### config.mk
export PLATFORM = sky130hd
export DESIGN_NAME = ft245_tx_flat
export DESIGN_NICKNAME = d
export VERILOG_FILES = /design/src/rtl/ft245_tx_pkg.sv /design/src/rtl/ft245_tx_if.sv /design/src/rtl/ft245_tx_word_fifo.sv /design/src/rtl/ft245_tx.sv /design/src/flat_wrapper.sv
export SDC_FILE = /design/constraint.sdc
export NUM_CORES = 1
export LEC_CHECK = 0
export CELL_PAD_IN_SITES_DETAIL_PLACEMENT = 0
export CELL_PAD_IN_SITES_GLOBAL_PLACEMENT = 1
export CORE_UTILIZATION = 50
export CTS_CLUSTER_SIZE = 14
export DETAILED_ROUTE_END_ITERATION = 12
export DONT_BUFFER_PORTS = 1
export PLACE_DENSITY_LB_ADDON = 0.15
export SYNTH_ARGS = -nofsm -noshare
export SYNTH_HDL_FRONTEND = slang
export SYNTH_HIERARCHICAL = 1
export SYNTH_SLANG_ARGS = --single-unit
### constraint.sdc
create_clock -name clk -period 3.4 [get_ports clk]
set_input_delay 0.34 -clock clk [delete_from_list [all_inputs] [get_ports clk]]
set_output_delay 0.34 -clock clk [all_outputs]
set_load 0.02 [all_outputs]
### src/rtl/ft245_tx_pkg.sv
// Shared constants and types for the FT245 synchronous-mode transmit stage.
// Holds the frame sync bytes, the FSM state encoding and the byte-count helper.
package ft245_tx_pkg;

  localparam logic [7:0] SYNC0 = 8'hA5;
  localparam logic [7:0] SYNC1 = 8'h5A;

  typedef enum logic [1:0] {
    ST_IDLE = 2'd0,
    ST_HDR0 = 2'd1,
    ST_HDR1 = 2'd2,
    ST_DATA = 2'd3
  } tx_state_e;

  // Bytes needed to carry one FFT word, MSB zero-extended to a byte boundary.
  function automatic int nbytes(input int width);
    return (width + 7) / 8;
  endfunction

endpackage

### src/rtl/ft245_tx_if.sv
// Word-input and FT245 bus bundle for ft245_tx.
// The slave modport is the transmitter; the master modport is the FFT/FTDI environment.
interface ft245_tx_if #(
  parameter int DATA_WIDTH = 24
);

  logic [DATA_WIDTH-1:0] din;
  logic                  din_valid;
  logic                  din_last;
  logic                  ft_txe_n;
  logic                  ft_wr_n;
  logic [7:0]            ft_data;
  logic                  ft245_empty;
  logic                  overflow;

  modport master (
    output din,
    output din_valid,
    output din_last,
    output ft_txe_n,
    input  ft_wr_n,
    input  ft_data,
    input  ft245_empty,
    input  overflow
  );

  modport slave (
    input  din,
    input  din_valid,
    input  din_last,
    input  ft_txe_n,
    output ft_wr_n,
    output ft_data,
    output ft245_empty,
    output overflow
  );

endinterface

### src/rtl/ft245_tx_word_fifo.sv
// Synchronous word FIFO with a registered read port that always holds the head entry.
// The caller must only push when not full or when popping in the same cycle.
module ft245_tx_word_fifo #(
  parameter int WIDTH = 25,
  parameter int AW    = 4
) (
  input  logic             clk,
  input  logic             rst_n,
  input  logic             push_i,
  input  logic [WIDTH-1:0] wr_data_i,
  input  logic             pop_i,
  output logic [WIDTH-1:0] rd_data_o,
  output logic             full_o,
  output logic             empty_o
);

  localparam int DEPTH = 1 << AW;

  logic [WIDTH-1:0] mem [DEPTH];
  logic [WIDTH-1:0] rd_data_q;
  logic [AW-1:0]    wr_ptr_q, wr_ptr_d;
  logic [AW-1:0]    rd_ptr_q, rd_ptr_d;
  logic [AW:0]      count_q, count_d;

  always_comb begin
    wr_ptr_d = push_i ? wr_ptr_q + AW'(1) : wr_ptr_q;
    rd_ptr_d = pop_i  ? rd_ptr_q + AW'(1) : rd_ptr_q;
    count_d  = count_q;
    if (push_i && !pop_i) begin
      count_d = count_q + (AW+1)'(1);
    end else if (!push_i && pop_i) begin
      count_d = count_q - (AW+1)'(1);
    end
  end

  always_ff @(posedge clk) begin
    if (!rst_n) begin
      wr_ptr_q <= '0;
      rd_ptr_q <= '0;
      count_q  <= '0;
    end else begin
      wr_ptr_q <= wr_ptr_d;
      rd_ptr_q <= rd_ptr_d;
      count_q  <= count_d;
    end
  end

  // Read the next head address; forward the write when it lands on that slot
  // (empty buffer, or a single entry being replaced in the same cycle).
  always_ff @(posedge clk) begin
    if (push_i) begin
      mem[wr_ptr_q] <= wr_data_i;
    end
    if (push_i && (wr_ptr_q == rd_ptr_d)) begin
      rd_data_q <= wr_data_i;
    end else begin
      rd_data_q <= mem[rd_ptr_d];
    end
  end

  assign rd_data_o = rd_data_q;
  assign full_o    = count_q[AW];
  assign empty_o   = (count_q == '0);

endmodule

### src/rtl/ft245_tx.sv
// FT245 synchronous-mode transmitter: buffers FFT words, frames them with a
// two-byte sync header and streams them MSB byte first to the FT2232H.
module ft245_tx
  import ft245_tx_pkg::*;
#(
  parameter int DATA_WIDTH     = 24,
  parameter int BUF_ADDR_WIDTH = 4
) (
  input logic         clk,
  input logic         rst_n,
  ft245_tx_if.slave   tx_if
);

  localparam int NBYTES = nbytes(DATA_WIDTH);
  localparam int SR_W   = NBYTES * 8;
  localparam int CNT_W  = (NBYTES > 1) ? $clog2(NBYTES) : 1;
  localparam int FW     = DATA_WIDTH + 1;

  tx_state_e        state_q;
  logic             frame_open_q;
  logic             last_q;
  logic             overflow_q;
  logic [7:0]       ft_data_q;
  logic [SR_W-1:0]  shreg_q;
  logic [CNT_W-1:0] cnt_q;

  logic             fifo_full;
  logic             fifo_empty;
  logic             push;
  logic             pop;
  logic             xfer;
  logic             final_byte;
  logic [FW-1:0]    rd_word;
  logic [SR_W-1:0]  rd_ext;

  ft245_tx_word_fifo #(
    .WIDTH (FW),
    .AW    (BUF_ADDR_WIDTH)
  ) u_fifo (
    .clk       (clk),
    .rst_n     (rst_n),
    .push_i    (push),
    .wr_data_i ({tx_if.din_last, tx_if.din}),
    .pop_i     (pop),
    .rd_data_o (rd_word),
    .full_o    (fifo_full),
    .empty_o   (fifo_empty)
  );

  // A byte is pending in every non-idle state, so a transfer is simply "not idle and TXE low".
  assign xfer       = (state_q != ST_IDLE) && !tx_if.ft_txe_n;
  assign final_byte = (cnt_q == '0);
  assign rd_ext     = SR_W'(rd_word[DATA_WIDTH-1:0]);

  always_comb begin
    pop = 1'b0;
    case (state_q)
      ST_IDLE: pop = !fifo_empty && frame_open_q;
      ST_HDR1: pop = xfer;
      ST_DATA: pop = xfer && final_byte && !last_q && !fifo_empty;
      default: pop = 1'b0;
    endcase
  end

  // A pop frees a slot this cycle, so a full buffer can still take a word alongside it.
  assign push = tx_if.din_valid && (!fifo_full || pop);

  always_ff @(posedge clk) begin
    if (!rst_n) begin
      state_q      <= ST_IDLE;
      frame_open_q <= 1'b0;
      last_q       <= 1'b0;
      ft_data_q    <= '0;
      shreg_q      <= '0;
      cnt_q        <= '0;
    end else if (pop) begin
      ft_data_q    <= rd_ext[SR_W-1 -: 8];
      shreg_q      <= rd_ext << 8;
      cnt_q        <= CNT_W'(NBYTES - 1);
      last_q       <= rd_word[DATA_WIDTH];
      frame_open_q <= 1'b1;
      state_q      <= ST_DATA;
    end else begin
      case (state_q)
        ST_IDLE: begin
          if (!fifo_empty) begin
            state_q   <= ST_HDR0;
            ft_data_q <= SYNC0;
          end
        end
        ST_HDR0: begin
          if (xfer) begin
            state_q   <= ST_HDR1;
            ft_data_q <= SYNC1;
          end
        end
        ST_DATA: begin
          if (xfer) begin
            if (!final_byte) begin
              ft_data_q <= shreg_q[SR_W-1 -: 8];
              shreg_q   <= shreg_q << 8;
              cnt_q     <= cnt_q - CNT_W'(1);
            end else begin
              // Final byte without a follow-on pop: close the frame or go idle.
              if (last_q) begin
                frame_open_q <= 1'b0;
              end
              if (fifo_empty) begin
                state_q <= ST_IDLE;
              end else if (last_q) begin
                state_q   <= ST_HDR0;
                ft_data_q <= SYNC0;
              end
            end
          end
        end
        default: ;
      endcase
    end
  end

  always_ff @(posedge clk) begin
    if (!rst_n) begin
      overflow_q <= 1'b0;
    end else if (tx_if.din_valid && fifo_full && !pop) begin
      overflow_q <= 1'b1;
    end
  end

  assign tx_if.ft_wr_n     = !xfer;
  assign tx_if.ft_data     = ft_data_q;
  assign tx_if.ft245_empty = (state_q == ST_IDLE) && fifo_empty;
  assign tx_if.overflow    = overflow_q;

endmodule

### src/flat_wrapper.sv
// flat-port wrapper written by rule: the top's interface ports become plain ports
module ft245_tx_flat import ft245_tx_pkg::*;
#(
  parameter int DATA_WIDTH     = 24,
  parameter int BUF_ADDR_WIDTH = 4
)
  (clk, rst_n, tx_if_din, tx_if_din_valid, tx_if_din_last, tx_if_ft_txe_n, tx_if_ft_wr_n, tx_if_ft_data, tx_if_ft245_empty, tx_if_overflow);
  ft245_tx_if #(.DATA_WIDTH(DATA_WIDTH)) tx_if_i ();
  input logic clk;
  input logic rst_n;
  input wire logic [$bits(tx_if_i.din)-1:0] tx_if_din;
  input wire logic [$bits(tx_if_i.din_valid)-1:0] tx_if_din_valid;
  input wire logic [$bits(tx_if_i.din_last)-1:0] tx_if_din_last;
  input wire logic [$bits(tx_if_i.ft_txe_n)-1:0] tx_if_ft_txe_n;
  output wire logic [$bits(tx_if_i.ft_wr_n)-1:0] tx_if_ft_wr_n;
  output wire logic [$bits(tx_if_i.ft_data)-1:0] tx_if_ft_data;
  output wire logic [$bits(tx_if_i.ft245_empty)-1:0] tx_if_ft245_empty;
  output wire logic [$bits(tx_if_i.overflow)-1:0] tx_if_overflow;
  assign tx_if_i.din = tx_if_din;
  assign tx_if_i.din_valid = tx_if_din_valid;
  assign tx_if_i.din_last = tx_if_din_last;
  assign tx_if_i.ft_txe_n = tx_if_ft_txe_n;
  assign tx_if_ft_wr_n = tx_if_i.ft_wr_n;
  assign tx_if_ft_data = tx_if_i.ft_data;
  assign tx_if_ft245_empty = tx_if_i.ft245_empty;
  assign tx_if_overflow = tx_if_i.overflow;
  ft245_tx #(.DATA_WIDTH(DATA_WIDTH), .BUF_ADDR_WIDTH(BUF_ADDR_WIDTH)) u_core (.clk(clk), .rst_n(rst_n), .tx_if(tx_if_i));
endmodule
==> flow_results.org <==
** Status
- The run finished with clean final reports.

** Drt
- Count of unresolved DRC violations after routing :: 0
- 1st-pass router iterations :: 5
- Number of vias after detailed routing :: 8858
- Dividing the detail-routed wire length by the instance count gives 25.4 um.
- In the routed layout, each cell is associated on average with a via count of 6.01.
- Wires add up to 37400 um.
- Final antenna-violating net count :: 0
- The first routing iteration left 679 violations.

** Pwr
- Power density of the placed cells :: 670 nW/um^2
- Overall power consumption after layout is estimated at 13.4 mW.
- Maximum resistive drop on vdd :: 0.481 mV
- Leakage Power :: 6.54 nW

** Synthesis
- Summing the sequential cell areas from Yosys gives 73.9% of the chip area.
- Post-synthesis instance total :: 916
- In the synthesized netlist the dominant register cell turns out to be edfxtp_1.
- After synthesis, the netlist uses 51 different library cells.
- The synthesized design contains 400 enable-type register cells.
- Number of warnings issued by yosys :: 6
- Post-synthesis net count :: 959
- Share of flip-flops with an asynchronous set or reset :: 0%
- Post-synthesis average cell area :: 19.2 um^2
- Combined area of all synthesized cells :: 17600 um^2
- Number of storage elements in the synthesis netlist :: 448

** Floorplanning
- Once the floorplan was initialized, standard cells occupied 50.8% of the core.
- Chip height :: 189 um
- During I/O placement, the number of pins put on the boundary was 40.
- Chip Width :: 189 um
- The die covers 35900 um^2.
- In this run the core area contains 68 standard-cell rows.
- Core ar. :: 34500 um^2

** Layout
- The multi-input combinational cells in the finished layout cover a total of 4300 um^2.
- Number of nets in the layout :: 1025
- Proportion of layout cells with a drive suffix above 1 :: 22.7%
- Count of antenna diodes in the layout :: 0
- Fillers :: 2604
- Once layout is done, the placed cells without fillers occupy 20000 um^2.
- Leading cell type in the layout, fill and taps excluded :: edfxtp_1
- Combined flip-flop and latch cell area :: 13000 um^2
- Signed area change from the synthesized netlist to the final layout :: 14.0%
- The top cell types in the final layout, fill and taps aside, are edfxtp_1, mux4_2, nand2_1, a22oi_1, clkbuf_16.
- Cells fill 58.0% of the core in the end.

** STA
- Headroom to the max-slew limit came out at 49.1%.
- Setup repair after global routing missed its margin :: false
- Number of failing hold endpoints at the final stage :: 0
- TNS Setup :: 0 ps
- Minimum clock period :: 3260 ps
- Clock skew on the completed layout was measured at 21.7 ps.
- Setup violations remaining at the end of the flow were counted as 0.
- The worst path uses 95.8% of the clock period.
- Worst-Margin Slew :: 764 ps
- Final slew viol count :: 0
- Highest Clock Rate :: 307 MHz

** Worst setup path
- Data arrival time of the critical path :: 3760 ps
- Largest fanout on the critical path :: 7
- Startpoint class of the critical path :: flop
- Critical Setup Path Class :: flop to flop
- STA puts the critical path data required time at 3900 ps.
- STA classifies the critical path endpoint as a flop.

** Clock tree
- Clock Tree Buf Depth :: 3
- The H-tree generated during clock tree synthesis spans 2 levels.
- After clock tree synthesis, the clock-pin slew on the worst setup and hold paths is 60 ps.
- Counting every sink on the clock net gives 448.
- Number of buffers added by the clock tree synthesis step :: 46
- TritonCTS built the clock tree.
- CTS placed an instance of clkbuf_16 at the clock tree root.
- Worst-skew pair later-pin latency :: 580 ps

** Global route
- The first global-routing pass estimated 57200 um of wire.
- Number of global-route vias before repair :: 9259
- Largest net degree at the start of global routing :: 51
- Total global routing track utilization :: 21.7%
- Antenna violations before repair :: 0
- Summed over all layers, the global routing overflow is 0.

** Placed design
- Detailed placement ended at an HPWL of 21800 um.
- Port bufs :: 0
- The congestion estimate from routability-driven global placement came to 0.830.
- The placed instances occupy a cell area of 18200 um^2.

** Flow run
- Max-cap violations in this run came to 0.

** Worst hold path
- Class of the tightest hold or removal check :: primary input to flop
==> critical path: stages (launching register included) <==
cell and delay, ps:
dfxtp_1 350, or4_4 540, nor2_4 190, nor3_4 70, a31oi_2 210, a21o_1 190
a21boi_0 100, buf_4 170, ha_1 220, inv_2 110, ha_1 290, or4b_2 650
nand3_1 100
==> area by class of cell <==
cell class | instances | share of cell area [%]
flip-flops and latches | 448 | 64.8
well taps | 455 | 2.84
repair buffers | 69 | 3.42
clock inverters | 30 | 1.17
clock buffers | 55 | 6.02
multi-input cells | 405 | 21.5
inverters | 12 | 0.225
==> registers in the layout (all words and copies together) (netlist names), named ones only <==
| name | flops |
|---|---|
| u_core/shreg_q | 16 |
| u_core/u_fifo/count_q | 5 |
| u_core/cnt_q | 2 |
| u_core/last_q | 1 |
| u_core/tx_if.ft_data | 8 |
| u_core/frame_open_q | 1 |
| u_core/state_q | 2 |
| u_core/tx_if.overflow | 1 |
| u_core/u_fifo/rd_ptr_q | 4 |
| u_core/u_fifo/wr_ptr_q | 4 |
| u_core/u_fifo/mem | 400 |
==> synth_stat cells, types with 5 or more instances <==
library cell	number	share of area, %
inv_1	11	0.24
nor2_1	16	0.34
dfxtp_1	48	5.5
nand2_1	65	1.4
a21oi_1	6	0.17
buf_4	5	0.21
xnor2_1	6	0.30
a21boi_1	8	0.34
and3_1	5	0.18
o21ai_0	9	0.26
buf_1	7	0.15
buf_6	9	0.58
clkbuf_1	23	0.49
and2_1	27	0.96
edfxtp_1	400	68
o211a_1	8	0.46
ha_1	13	0.93
nor2b_1	5	0.18
a22oi_1	50	2.1
mux2i_1	12	0.68
nand3_1	30	0.86
mux4_2	100	13
a21boi_0	5	0.21
buf_2	7	0.20
==> path summary, 6_finish.rpt <==
| kind | start | endpoint | slack (ps) | cells after the start |
|---|---|---|---|---|
| worst max-delay path | u_core/u_fifo/count_q[1]$_SDFFE_PN0P_ | u_core/u_fifo/count_q[3]$_SDFFE_PN0P_ | 140 | 12 |
| worst min-delay path | rst_n | u_core/u_fifo/count_q[3]$_SDFFE_PN0P_ | 80 | 2 |
| worst max register to register | u_core/u_fifo/count_q[1]$_SDFFE_PN0P_ | u_core/u_fifo/count_q[3]$_SDFFE_PN0P_ | 140 | 12 |
| worst min register to register | u_core/u_fifo/rd_ptr_q[3]$_SDFF_PN0_ | flop | 450 | 1 |
==> logic make-up after synthesis <==
logic type | after synthesis | share of synthesized area, %
flip-flops | 448 | 73.9
AND/OR/NAND/NOR | 163 | 4.63
multiplexers | 113 | 13.6
AO/OA/AOI/OAI | 107 | 4.57
buffers and inverters | 63 | 1.89
adder cells (fa/ha/maj) | 14 | 1.04
XOR/XNOR | 8 | 0.399
==> stage by stage <==
step | hold slack, ps | worst slack (ps) | instances
final | 82.5 | 145 | 1474
after detailed placement | 439 | 35.4 | 1358
after global routing | 81.8 | 9.82 | 1474
after global placement | 440 | 153 | 1358
after CTS | 67.5 | 1.42 | 1471
after floorplan | 426 | 58.7 | 916
==> report_power, final <==
part           switching [mW]  total (mW)  leakage (nW)  internal [mW]
logic                    1.13        2.10          1.82          0.964
clock network            2.04        4.80         0.711           2.77
registers               0.225        6.50          4.00           6.28
==> metal layers <==
layer	track usage [%]	up-vias	share of wire (%)
met5	0	-	0
met4	6.89	0	2.2
met1	30.2	4668	42
met2	35.5	274	50
met3	3.37	61	5.7
li1	-	3855	-
==> timing repair <==
item,4_1_cts,5_1_grt
endpoints found under the hold margin,444,0
setup endpoints to repair,0,66
gates resized for setup,0,7
setup buffers,0,3
hold buffers,28,0
(Power assumes the default switching activity.)
